==> config.mk <==
export PLATFORM = sky130hd
export DESIGN_NAME = memtrace_lane_sequencer_flat
export DESIGN_NICKNAME = d
export VERILOG_FILES = /design/src/rtl/memtrace_lane_sequencer_if.sv /design/src/rtl/memtrace_lane_sequencer.sv /design/src/flat_wrapper.sv
export SDC_FILE = /design/constraint.sdc
export NUM_CORES = 1
export LEC_CHECK = 0
export BUFFER_PORTS_ARGS = -buffer_cell sky130_fd_sc_hd__buf_2
export CAP_MARGIN = 10
export CORE_AREA = 2 2 319 321
export CTS_CLUSTER_SIZE = 24
export DETAILED_ROUTE_END_ITERATION = 10
export DIE_AREA = 0 0 321 323
export HOLD_SLACK_MARGIN = 0.03
export PLACE_DENSITY = 0.41
export SETUP_SLACK_MARGIN = 0.4
export SLEW_MARGIN = 30
export SYNTH_ARGS = -nofsm -noshare
export SYNTH_HDL_FRONTEND = slang
export SYNTH_SLANG_ARGS = --single-unit
==> constraint.sdc <==
create_clock -name clock -period 62.4 [get_ports clock]
set_input_delay 0 -clock clock [delete_from_list [all_inputs] [get_ports clock]]
set_output_delay 0 -clock clock [all_outputs]
set_load 0.1 [all_outputs]
==> src/rtl/memtrace_lane_sequencer_if.sv <==
// Bundle between the memory-trace source, the sequencer and the single-port memory request channel.
// The master modport is the sequencer side; the slave modport is the source/memory side.
interface memtrace_lane_sequencer_if #(
  parameter int unsigned NUM_LANES       = 4,
  parameter int unsigned ADDR_W          = 64,
  parameter int unsigned DATA_W          = 64,
  parameter int unsigned SIZE_W          = 32,
  parameter int unsigned MAX_OUTSTANDING = 8
);
  localparam int unsigned LANE_W = (NUM_LANES > 1) ? $clog2(NUM_LANES) : 1;
  localparam int unsigned OUT_W  = $clog2(MAX_OUTSTANDING + 1);

  logic [NUM_LANES-1:0]        trace_valid;
  logic [ADDR_W*NUM_LANES-1:0] trace_address;
  logic [NUM_LANES-1:0]        trace_is_store;
  logic [SIZE_W*NUM_LANES-1:0] trace_size;
  logic [DATA_W*NUM_LANES-1:0] trace_data;
  logic                        trace_finished;
  logic                        trace_ready;

  logic                        req_valid;
  logic                        req_ready;
  logic [LANE_W-1:0]           req_lane;
  logic [ADDR_W-1:0]           req_address;
  logic                        req_is_store;
  logic [SIZE_W-1:0]           req_size;
  logic [DATA_W-1:0]           req_data;

  logic                        resp_valid;
  logic [OUT_W-1:0]            outstanding;
  logic                        busy;
  logic                        done;
  logic                        resp_error;

  modport master (
    input  trace_valid, trace_address, trace_is_store, trace_size, trace_data, trace_finished,
    output trace_ready,
    output req_valid, req_lane, req_address, req_is_store, req_size, req_data,
    input  req_ready, resp_valid,
    output outstanding, busy, done, resp_error
  );

  modport slave (
    output trace_valid, trace_address, trace_is_store, trace_size, trace_data, trace_finished,
    input  trace_ready,
    input  req_valid, req_lane, req_address, req_is_store, req_size, req_data,
    output req_ready, resp_valid,
    input  outstanding, busy, done, resp_error
  );
endinterface

==> src/rtl/memtrace_lane_sequencer.sv <==
// Captures one multi-lane trace bundle and issues its valid lanes one at a time, lowest lane first,
// limiting issued-but-unanswered requests and signalling completion once the trace has fully drained.
module memtrace_lane_sequencer #(
  parameter int unsigned NUM_LANES       = 4,
  parameter int unsigned ADDR_W          = 64,
  parameter int unsigned DATA_W          = 64,
  parameter int unsigned SIZE_W          = 32,
  parameter int unsigned MAX_OUTSTANDING = 8
) (
  input logic                       clock,
  input logic                       reset,
  memtrace_lane_sequencer_if.master bus
);
  localparam int unsigned LANE_W = (NUM_LANES > 1) ? $clog2(NUM_LANES) : 1;
  localparam int unsigned OUT_W  = $clog2(MAX_OUTSTANDING + 1);
  localparam logic [OUT_W-1:0] MAX_CNT = OUT_W'(MAX_OUTSTANDING);

  typedef enum logic [1:0] {IDLE, ISSUE, DRAIN, DONE} state_t;

  state_t               state, state_nxt;
  logic [NUM_LANES-1:0] mask, mask_nxt, mask_clr;
  logic [OUT_W-1:0]     cnt, cnt_nxt;
  logic                 finished_seen, finished_nxt;
  logic                 resp_err, resp_err_nxt;
  logic                 capture, trace_rdy, req_vld, fire;
  logic [LANE_W-1:0]    sel;

  logic [ADDR_W-1:0]    cap_addr [NUM_LANES];
  logic [DATA_W-1:0]    cap_data [NUM_LANES];
  logic [SIZE_W-1:0]    cap_size [NUM_LANES];
  logic [NUM_LANES-1:0] cap_store;

  // Lowest pending lane
  always_comb begin
    sel = '0;
    for (int g = int'(NUM_LANES) - 1; g >= 0; g--) begin
      if (mask[g]) sel = LANE_W'(g);
    end
  end

  assign mask_clr = mask & ~(NUM_LANES'(1) << sel);
  assign fire     = req_vld & bus.req_ready;

  always_comb begin
    state_nxt    = state;
    mask_nxt     = mask;
    finished_nxt = finished_seen;
    capture      = 1'b0;
    trace_rdy    = 1'b0;
    req_vld      = 1'b0;
    unique case (state)
      IDLE: begin
        trace_rdy = 1'b1;
        if (|bus.trace_valid) begin
          capture      = 1'b1;
          mask_nxt     = bus.trace_valid;
          finished_nxt = bus.trace_finished;
          state_nxt    = ISSUE;
        end else if (bus.trace_finished) begin
          state_nxt = DRAIN;
        end
      end
      ISSUE: begin
        req_vld = (cnt < MAX_CNT);
        if (req_vld && bus.req_ready) begin
          mask_nxt = mask_clr;
          if (mask_clr == '0) state_nxt = finished_seen ? DRAIN : IDLE;
        end
      end
      DRAIN: begin
        if (cnt == '0) state_nxt = DONE;
      end
      DONE: ;
      default: state_nxt = IDLE;
    endcase
  end

  // In-flight count; a response with nothing in flight (and no same-cycle issue) is flagged
  always_comb begin
    cnt_nxt      = cnt;
    resp_err_nxt = resp_err;
    if (fire && !bus.resp_valid) begin
      cnt_nxt = cnt + OUT_W'(1);
    end else if (!fire && bus.resp_valid) begin
      if (cnt == '0) resp_err_nxt = 1'b1;
      else           cnt_nxt      = cnt - OUT_W'(1);
    end
  end

  always_ff @(posedge clock) begin
    if (reset) begin
      state         <= IDLE;
      mask          <= '0;
      cnt           <= '0;
      finished_seen <= 1'b0;
      resp_err      <= 1'b0;
    end else begin
      state         <= state_nxt;
      mask          <= mask_nxt;
      cnt           <= cnt_nxt;
      finished_seen <= finished_nxt;
      resp_err      <= resp_err_nxt;
    end
  end

  // Lane payloads are only meaningful under mask, so they need no reset
  always_ff @(posedge clock) begin
    if (capture) begin
      for (int g = 0; g < int'(NUM_LANES); g++) begin
        cap_addr[g] <= bus.trace_address[ADDR_W*g +: ADDR_W];
        cap_data[g] <= bus.trace_data[DATA_W*g +: DATA_W];
        cap_size[g] <= bus.trace_size[SIZE_W*g +: SIZE_W];
      end
      cap_store <= bus.trace_is_store;
    end
  end

  assign bus.trace_ready  = reset ? 1'b0 : trace_rdy;
  assign bus.req_valid    = reset ? 1'b0 : req_vld;
  assign bus.req_lane     = reset ? '0 : sel;
  assign bus.req_address  = reset ? '0 : cap_addr[sel];
  assign bus.req_data     = reset ? '0 : cap_data[sel];
  assign bus.req_size     = reset ? '0 : cap_size[sel];
  assign bus.req_is_store = reset ? 1'b0 : cap_store[sel];
  assign bus.outstanding  = reset ? '0 : cnt;
  assign bus.busy         = reset ? 1'b0 : (state == ISSUE || state == DRAIN);
  assign bus.done         = reset ? 1'b0 : (state == DONE);
  assign bus.resp_error   = reset ? 1'b0 : resp_err;
endmodule

==> src/flat_wrapper.sv <==
// flat-port wrapper written by rule: the top's interface ports become plain ports
module memtrace_lane_sequencer_flat 
#(
  parameter int unsigned NUM_LANES       = 4,
  parameter int unsigned ADDR_W          = 64,
  parameter int unsigned DATA_W          = 64,
  parameter int unsigned SIZE_W          = 32,
  parameter int unsigned MAX_OUTSTANDING = 8
)
  (clock, reset, bus_trace_valid, bus_trace_address, bus_trace_is_store, bus_trace_size, bus_trace_data, bus_trace_finished, bus_trace_ready, bus_req_valid, bus_req_lane, bus_req_address, bus_req_is_store, bus_req_size, bus_req_data, bus_req_ready, bus_resp_valid, bus_outstanding, bus_busy, bus_done, bus_resp_error);
  memtrace_lane_sequencer_if #(.NUM_LANES(NUM_LANES), .ADDR_W(ADDR_W), .DATA_W(DATA_W), .SIZE_W(SIZE_W), .MAX_OUTSTANDING(MAX_OUTSTANDING)) bus_i ();
  input logic clock;
  input logic reset;
  input wire logic [$bits(bus_i.trace_valid)-1:0] bus_trace_valid;
  input wire logic [$bits(bus_i.trace_address)-1:0] bus_trace_address;
  input wire logic [$bits(bus_i.trace_is_store)-1:0] bus_trace_is_store;
  input wire logic [$bits(bus_i.trace_size)-1:0] bus_trace_size;
  input wire logic [$bits(bus_i.trace_data)-1:0] bus_trace_data;
  input wire logic [$bits(bus_i.trace_finished)-1:0] bus_trace_finished;
  output wire logic [$bits(bus_i.trace_ready)-1:0] bus_trace_ready;
  output wire logic [$bits(bus_i.req_valid)-1:0] bus_req_valid;
  output wire logic [$bits(bus_i.req_lane)-1:0] bus_req_lane;
  output wire logic [$bits(bus_i.req_address)-1:0] bus_req_address;
  output wire logic [$bits(bus_i.req_is_store)-1:0] bus_req_is_store;
  output wire logic [$bits(bus_i.req_size)-1:0] bus_req_size;
  output wire logic [$bits(bus_i.req_data)-1:0] bus_req_data;
  input wire logic [$bits(bus_i.req_ready)-1:0] bus_req_ready;
  input wire logic [$bits(bus_i.resp_valid)-1:0] bus_resp_valid;
  output wire logic [$bits(bus_i.outstanding)-1:0] bus_outstanding;
  output wire logic [$bits(bus_i.busy)-1:0] bus_busy;
  output wire logic [$bits(bus_i.done)-1:0] bus_done;
  output wire logic [$bits(bus_i.resp_error)-1:0] bus_resp_error;
  assign bus_i.trace_valid = bus_trace_valid;
  assign bus_i.trace_address = bus_trace_address;
  assign bus_i.trace_is_store = bus_trace_is_store;
  assign bus_i.trace_size = bus_trace_size;
  assign bus_i.trace_data = bus_trace_data;
  assign bus_i.trace_finished = bus_trace_finished;
  assign bus_trace_ready = bus_i.trace_ready;
  assign bus_req_valid = bus_i.req_valid;
  assign bus_req_lane = bus_i.req_lane;
  assign bus_req_address = bus_i.req_address;
  assign bus_req_is_store = bus_i.req_is_store;
  assign bus_req_size = bus_i.req_size;
  assign bus_req_data = bus_i.req_data;
  assign bus_i.req_ready = bus_req_ready;
  assign bus_i.resp_valid = bus_resp_valid;
  assign bus_outstanding = bus_i.outstanding;
  assign bus_busy = bus_i.busy;
  assign bus_done = bus_i.done;
  assign bus_resp_error = bus_i.resp_error;
  memtrace_lane_sequencer #(.NUM_LANES(NUM_LANES), .ADDR_W(ADDR_W), .DATA_W(DATA_W), .SIZE_W(SIZE_W), .MAX_OUTSTANDING(MAX_OUTSTANDING)) u_core (.clock(clock), .reset(reset), .bus(bus_i));
endmodule
==> impl.org, run 1 <==
** Status
- Result of the run :: stopped before the end
- The flow stopped in clock tree synthesis.
- The tool reported: "[ERROR RSZ-0060] Max buffer count reached".

** Die
- During I/O placement, the number of pins put on the boundary was 825.
- The floorplan has roughly 120 rows.
- Die height :: 323 um
- X dimension of the die :: 321 um
- The initial utilization of the core area, before any placement, comes to around a quarter.

** Synth
- Sequential cells were found to cover around four fifths of the synthesized design area.
- Async S/R FF share, synth :: 0%
- Main synth FF type :: sky130_fd_sc_hd__edfxtp_1
- Each instance of the synthesized netlist takes up on average 18.84 sq um.
- The synthesized netlist occupies a cell area of 24890 sq um.
- Library cells used by synthesis :: 36
- The cell count after synthesis came out at 1321.
- In this run, synthesis inferred 644 flip-flops with an integrated enable.
- Number of warning messages in the yosys log :: 0
- After synthesis the netlist holds a flip-flop and latch count of 656.
- Syn nets :: a little under 2000

** Clocking
- Number of setup buffers added after CTS :: 0
- CTS built an H-tree with a depth of 3.
- Clock tree synthesis selected as its root buffer the cell sky130_fd_sc_hd__clkbuf_16.
- Clock tree synthesis found a total of about 660 sinks.
- The longest clock path from root to sink contains 3 buffers.
- Buffers inserted during clock tree synthesis total 78.
- Cts hold-fix bufs :: between 700 and 800
- CTS resizes :: 0

** Place
- Detailed placement finished with a half-perimeter wire length of 57.92 mm.
- Placement-stage cell area :: 30490 sq um
- Placement Setup Slack :: around 58 ns
- IO Port Bufs :: 824
- Routability-driven placement congestion ratio :: between 0.7 and 0.8
-- per-stage QoR --
stage | utilization, % | instances
3_5_place_dp | 30.28 | 3383
3_3_place_gp | 30.23 | 3382
2_1_floorplan | - | 1321
-- cells in the mapped netlist (4+ instances only) --
cell type,number,area [sq um]
sky130_fd_sc_hd__buf_6,9,101.4
sky130_fd_sc_hd__mux2_2,82,923.4
sky130_fd_sc_hd__nor2b_1,12,75.07
sky130_fd_sc_hd__a21oi_1,12,60.06
sky130_fd_sc_hd__buf_2,12,60.06
sky130_fd_sc_hd__nor2_1,173,649.4
sky130_fd_sc_hd__edfxtp_1,644,19340
sky130_fd_sc_hd__mux2_4,71,1066
sky130_fd_sc_hd__mux2_1,8,90.09
sky130_fd_sc_hd__clkbuf_1,71,266.5
sky130_fd_sc_hd__nand2_1,7,26.28
sky130_fd_sc_hd__dfxtp_1,12,240.2
sky130_fd_sc_hd__a222oi_1,161,1612
sky130_fd_sc_hd__o21ai_0,4,20.02
sky130_fd_sc_hd__ha_1,9,112.6
sky130_fd_sc_hd__inv_1,6,22.52
-- logic make-up after synthesis --
kind of cell,synth area share (%)
xor gates and xnor gates,0.07039
AOI/OAI and AO/OA,7.108
DFF,78.66
muxes,8.435
and+or+nand+nor,3.343
buffers and inverters,1.810
adders and majority gates,0.5731
==> run 2, diff against run 1 <==
--- a/config.mk
+++ b/config.mk
@@ -7,13 +7,10 @@
 export LEC_CHECK = 0
 export BUFFER_PORTS_ARGS = -buffer_cell sky130_fd_sc_hd__buf_2
 export CAP_MARGIN = 10
-export CORE_AREA = 2 2 319 321
-export CTS_CLUSTER_SIZE = 24
+export CORE_MARGIN = 2
+export CORE_UTILIZATION = 25
 export DETAILED_ROUTE_END_ITERATION = 10
-export DIE_AREA = 0 0 321 323
-export HOLD_SLACK_MARGIN = 0.03
-export PLACE_DENSITY = 0.41
-export SETUP_SLACK_MARGIN = 0.4
+export PLACE_DENSITY_LB_ADDON = 0.15
 export SLEW_MARGIN = 30
 export SYNTH_ARGS = -nofsm -noshare
 export SYNTH_HDL_FRONTEND = slang
==> run 2 against run 1 <==
  * The flow now finishes without violations
  * Synthesized cell count is the same
  * Synthesized area is the same
==> impl.org, run 2 <==
** Die
- The initial utilization of the core area, before any placement, comes to 25.25%.
- Die height :: 319.5 um
- Die area :: 102100 sq um
- Row Count :: between 100 and 150
- The core region is 98560 sq um.
- Num ports :: 825
- X dimension of the die :: 319.5 um

** Synth
- Synthesis handed over a netlist of around 1300 instances.
- Of the total synthesized cell area, the portion taken by XOR and XNOR cells is 0.07038%.
- A synthesized cell averages 18.84 sq um.
- Number of enable flip-flop cells after synthesis :: 644
- Yosys top cell by area :: sky130_fd_sc_hd__edfxtp_1
- By area the synthesized netlist is led by sky130_fd_sc_hd__edfxtp_1, sky130_fd_sc_hd__a222oi_1, sky130_fd_sc_hd__mux2_4.
- After synthesis, the most frequently instantiated cells are sky130_fd_sc_hd__edfxtp_1, sky130_fd_sc_hd__nor2_1, sky130_fd_sc_hd__a222oi_1.
- Among all flip-flop cells after synthesis, the most frequent one is sky130_fd_sc_hd__edfxtp_1.
- Library cells used by synthesis :: 36
- Counting flops with an async set or reset pin after synthesis yields a share of 0%.
- Summing the sequential cell areas from Yosys gives 78.66% of the chip area.
- Main combinational cell family by area after synthesis :: multiplexers
- Post-synthesis compound-gate area fraction :: 7.108%
- Of the post-synthesis cell area, the dominant cell type holds between 70% and 80%.
- The synthesized netlist occupies a cell area of 24890 sq um.
- Area share of fa/ha/maj cells after synthesis :: 0.5731%
- Of the post-synthesis cell area, the part taken by muxes is 8.435%.
- When the netlist entered floorplanning its net count stood at 1984.
- Number of warning messages in the yosys log :: 0
- Seq cells post-synth :: about 660
- Post-Synth Simple-Gate Area :: 3.343%
- Yosys instantiated no cell more often than sky130_fd_sc_hd__edfxtp_1.

** Clocking
- Root buf cell :: sky130_fd_sc_hd__clkbuf_16
- Total number of clock tree sinks :: between 600 and 700
- Worst-path clk slew :: 0.06 ns
- Clock latency reported for the late side of the worst-skew pair :: 0.62 ns
- Number of setup buffers added after CTS :: 0
- Number of clock buffers inserted by TritonCTS :: 79
- Clock buffer depth :: 3
- In this run, post-CTS hold repair placed 658 buffers.
- Clock tree from TritonCTS :: done
- The H-tree was split into 3 levels.
- CTS resizes :: 0

** Route
- The first TritonRoute pass finished after 10 iterations.
- After detailed routing, the number of vias per cell comes to 4.456.
- The routed layout has 18570 vias.
- In the final routed layout, each cell accounts on average for 21.00 um.
- Total Routed Length :: 87.50 mm
- Count of nets left with antenna violations after detail routing :: 0
- Number of violations reported at the end of detailed-routing iteration 0 :: about 1800
- After detailed routing, the number of remaining DRC violations is 0.

** Pwr
- The analysis attributes to cell leakage a power of 15.91 nW.
- Peak VDD IR :: 65.72 uV
- For this design the ratio of total power to cell area is 53.11 nW/um^2.

** Worst hold path
- The tightest min-delay check is of the input port to register type.
- The worst hold path begins at bus_req_ready.
- Counting instances, the worst hold path has a depth of 6.
- The path with the worst hold slack has its endpoint at u_core.state[1]$_SDFFE_PP0P_.

** Place
- Cell total after placement :: 3360
- In this run the tool buffered the top-level ports with 824 buffer cells.
- HPWL after detailed placement :: 57.07 mm
- At the end of routability-driven placement, the weighted congestion stood at 0.8060.

** Timing
- Period minus WS final :: approximately 4.8 ns
- Normalized max-slew margin :: 34.37%
- Max frequency :: roughly 210 MHz
- The count of final max-slew check failures is 0.
- Worst hold margin :: 0.03571 ns
- Count of endpoints failing setup in the final report :: 0
- Worst Max-Slew Pin Slew :: 0.9844 ns
- Setup repair after global routing left no endpoint under its margin.
- Worst clock skew :: 0.01329 ns
- Summed over all failing endpoints, the final setup total negative slack is 0 ns.
- Final count of hold timing violations :: 0
- In the finished design, the share of the clock period the worst path needs comes to 7.696%.

** Cells and area
- At the end of the flow, the number of nets in the layout was 3476.
- In the final layout, the share of cells above drive strength 1 is 38.63%.
- The library cell used most frequently in the layout, excluding fill and tap cells, is sky130_fd_sc_hd__buf_2.
- Most frequent cells in the layout :: sky130_fd_sc_hd__buf_2, sky130_fd_sc_hd__dlygate4sd3_1, sky130_fd_sc_hd__edfxtp_1
- Largest registers :: u_core.cap_addr (256), u_core.cap_data (256), u_core.cap_size (128)
- From synthesis to final layout, the design area changed by 58.64%.
- Once layout is complete, the cells apart from fillers number around 4200.
- Cells fill 40.06% of the core in the end.

** Critical path
- Kind of critical path :: register to primary output
- Critical-path maximum fanout :: 56
- In this run the critical register-to-register path is launched from u_core.state[0]$_SDFFE_PP0P_.
- Nature of the critical path startpoint :: register
- Data arrives at the worst endpoint at around 4.8 ns.
- Worst r2r path cells :: 8
- Slack of the worst reg-to-reg path :: 58.02 ns
- For the worst setup path, the data required time is 62.40 ns.
- STA classifies the critical path endpoint as a primary output.
- The worst register-to-register path ends at u_core.cap_addr[0][61]$_DFFE_PP_.

** Global routing
- Initial antenna violation count :: 10
- Total global routing track utilization :: between 10% and 20%
- First-pass GRT wire length :: 126.6 mm
- Maximum number of pins on one net before global-route repair :: 182
- Grt total ovfl :: 0
- The via count of the first global-routing pass came to 20560.

** Job
- Number of max-capacitance violations reported :: 0

** Status
- The run finished with clean final reports.
## run 2: cell counts after synthesis
No cell type changed its count.
## run 2: critical path, stage by stage, from the launching register on
cell	delay (ns)
sky130_fd_sc_hd__dfxtp_1	0.40
sky130_fd_sc_hd__nor2b_1	0.32
sky130_fd_sc_hd__and2_4	0.70
sky130_fd_sc_hd__buf_4	0.77
sky130_fd_sc_hd__buf_4	0.73
sky130_fd_sc_hd__a222oi_1	0.26
sky130_fd_sc_hd__nor2_1	0.37
sky130_fd_sc_hd__buf_2	0.51
## run 2: cells by family (layout without fill, tap and decap cells)
group           count (synthesis)  in the layout
simple gates                  204            204
fa+ha+maj                      11             11
flops                         656            656
compound gates                187            187
mux                           163            163
xor+xnor                        2              2
buf+inv                        98           1648
other cells                     0              9
## run 2: area by class of cell
type,count,area [sq um]
antenna,9,22.52
timing repair buffer,1503,10940
fill,9260,59080
tap,1287,1610
inverter,6,22.52
clock inverter,40,317.8
multi-input combinational,567,4902
clock buffer,99,2095
sequential,656,19580
## run 2: worst max path at each step
| stage | end | startpoint | slack [ns] |
|---|---|---|---|
| after global routing | bus_req_data[6] | u_core.mask[1]$_SDFFE_PP0P_ | 57.30 |
| after detailed placement | u_core.cap_addr[2][55]$_DFFE_PP_ | u_core.state[0]$_SDFFE_PP0P_ | 57.59 |
| after floorplan | u_core.finished_seen$_SDFFE_PP0P_ | u_core.state[0]$_SDFFE_PP0P_ | 31.77 |
| after global placement | u_core.cap_addr[2][55]$_DFFE_PP_ | u_core.state[0]$_SDFFE_PP0P_ | 57.76 |
| after CTS | bus_req_data[6] | u_core.mask[3]$_SDFFE_PP0P_ | 57.42 |
| final | bus_req_data[6] | u_core.mask[3]$_SDFFE_PP0P_ | 57.60 |
## run 2: per-layer routing
| layer | vias to the layer above | global-route usage (%) | share of wire, % |
|---|---|---|---|
| met4 | 6 | 5.021 | 2.7 |
| met5 | - | 0 | 0.049 |
| li1 | 8454 | - | - |
| met3 | 144 | 4.844 | 7.3 |
| met1 | 9168 | 18.59 | 39 |
| met2 | 797 | 29.92 | 51 |
## run 2: through the flow
stage | setup slack (ns) | instance area [sq um] | power, mW
finish | 57.60 | 39490 | 2.097
global route | 57.30 | 39480 | 2.186
detailed placement | 57.59 | 30420 | 1.640
global placement | 57.76 | 30410 | 1.627
CTS | 57.42 | 39420 | 2.121
floorplan | 31.77 | 24890 | 1.685
## run 2: where the power goes
group / internal (mW) / leakage, nW / switching (mW)
clock network: 0.257 / 1.19 / 0.180
registers: 0.683 / 6.52 / 0.0377
logic: 0.242 / 8.21 / 0.698
Power figures use the tool's default switching activity.
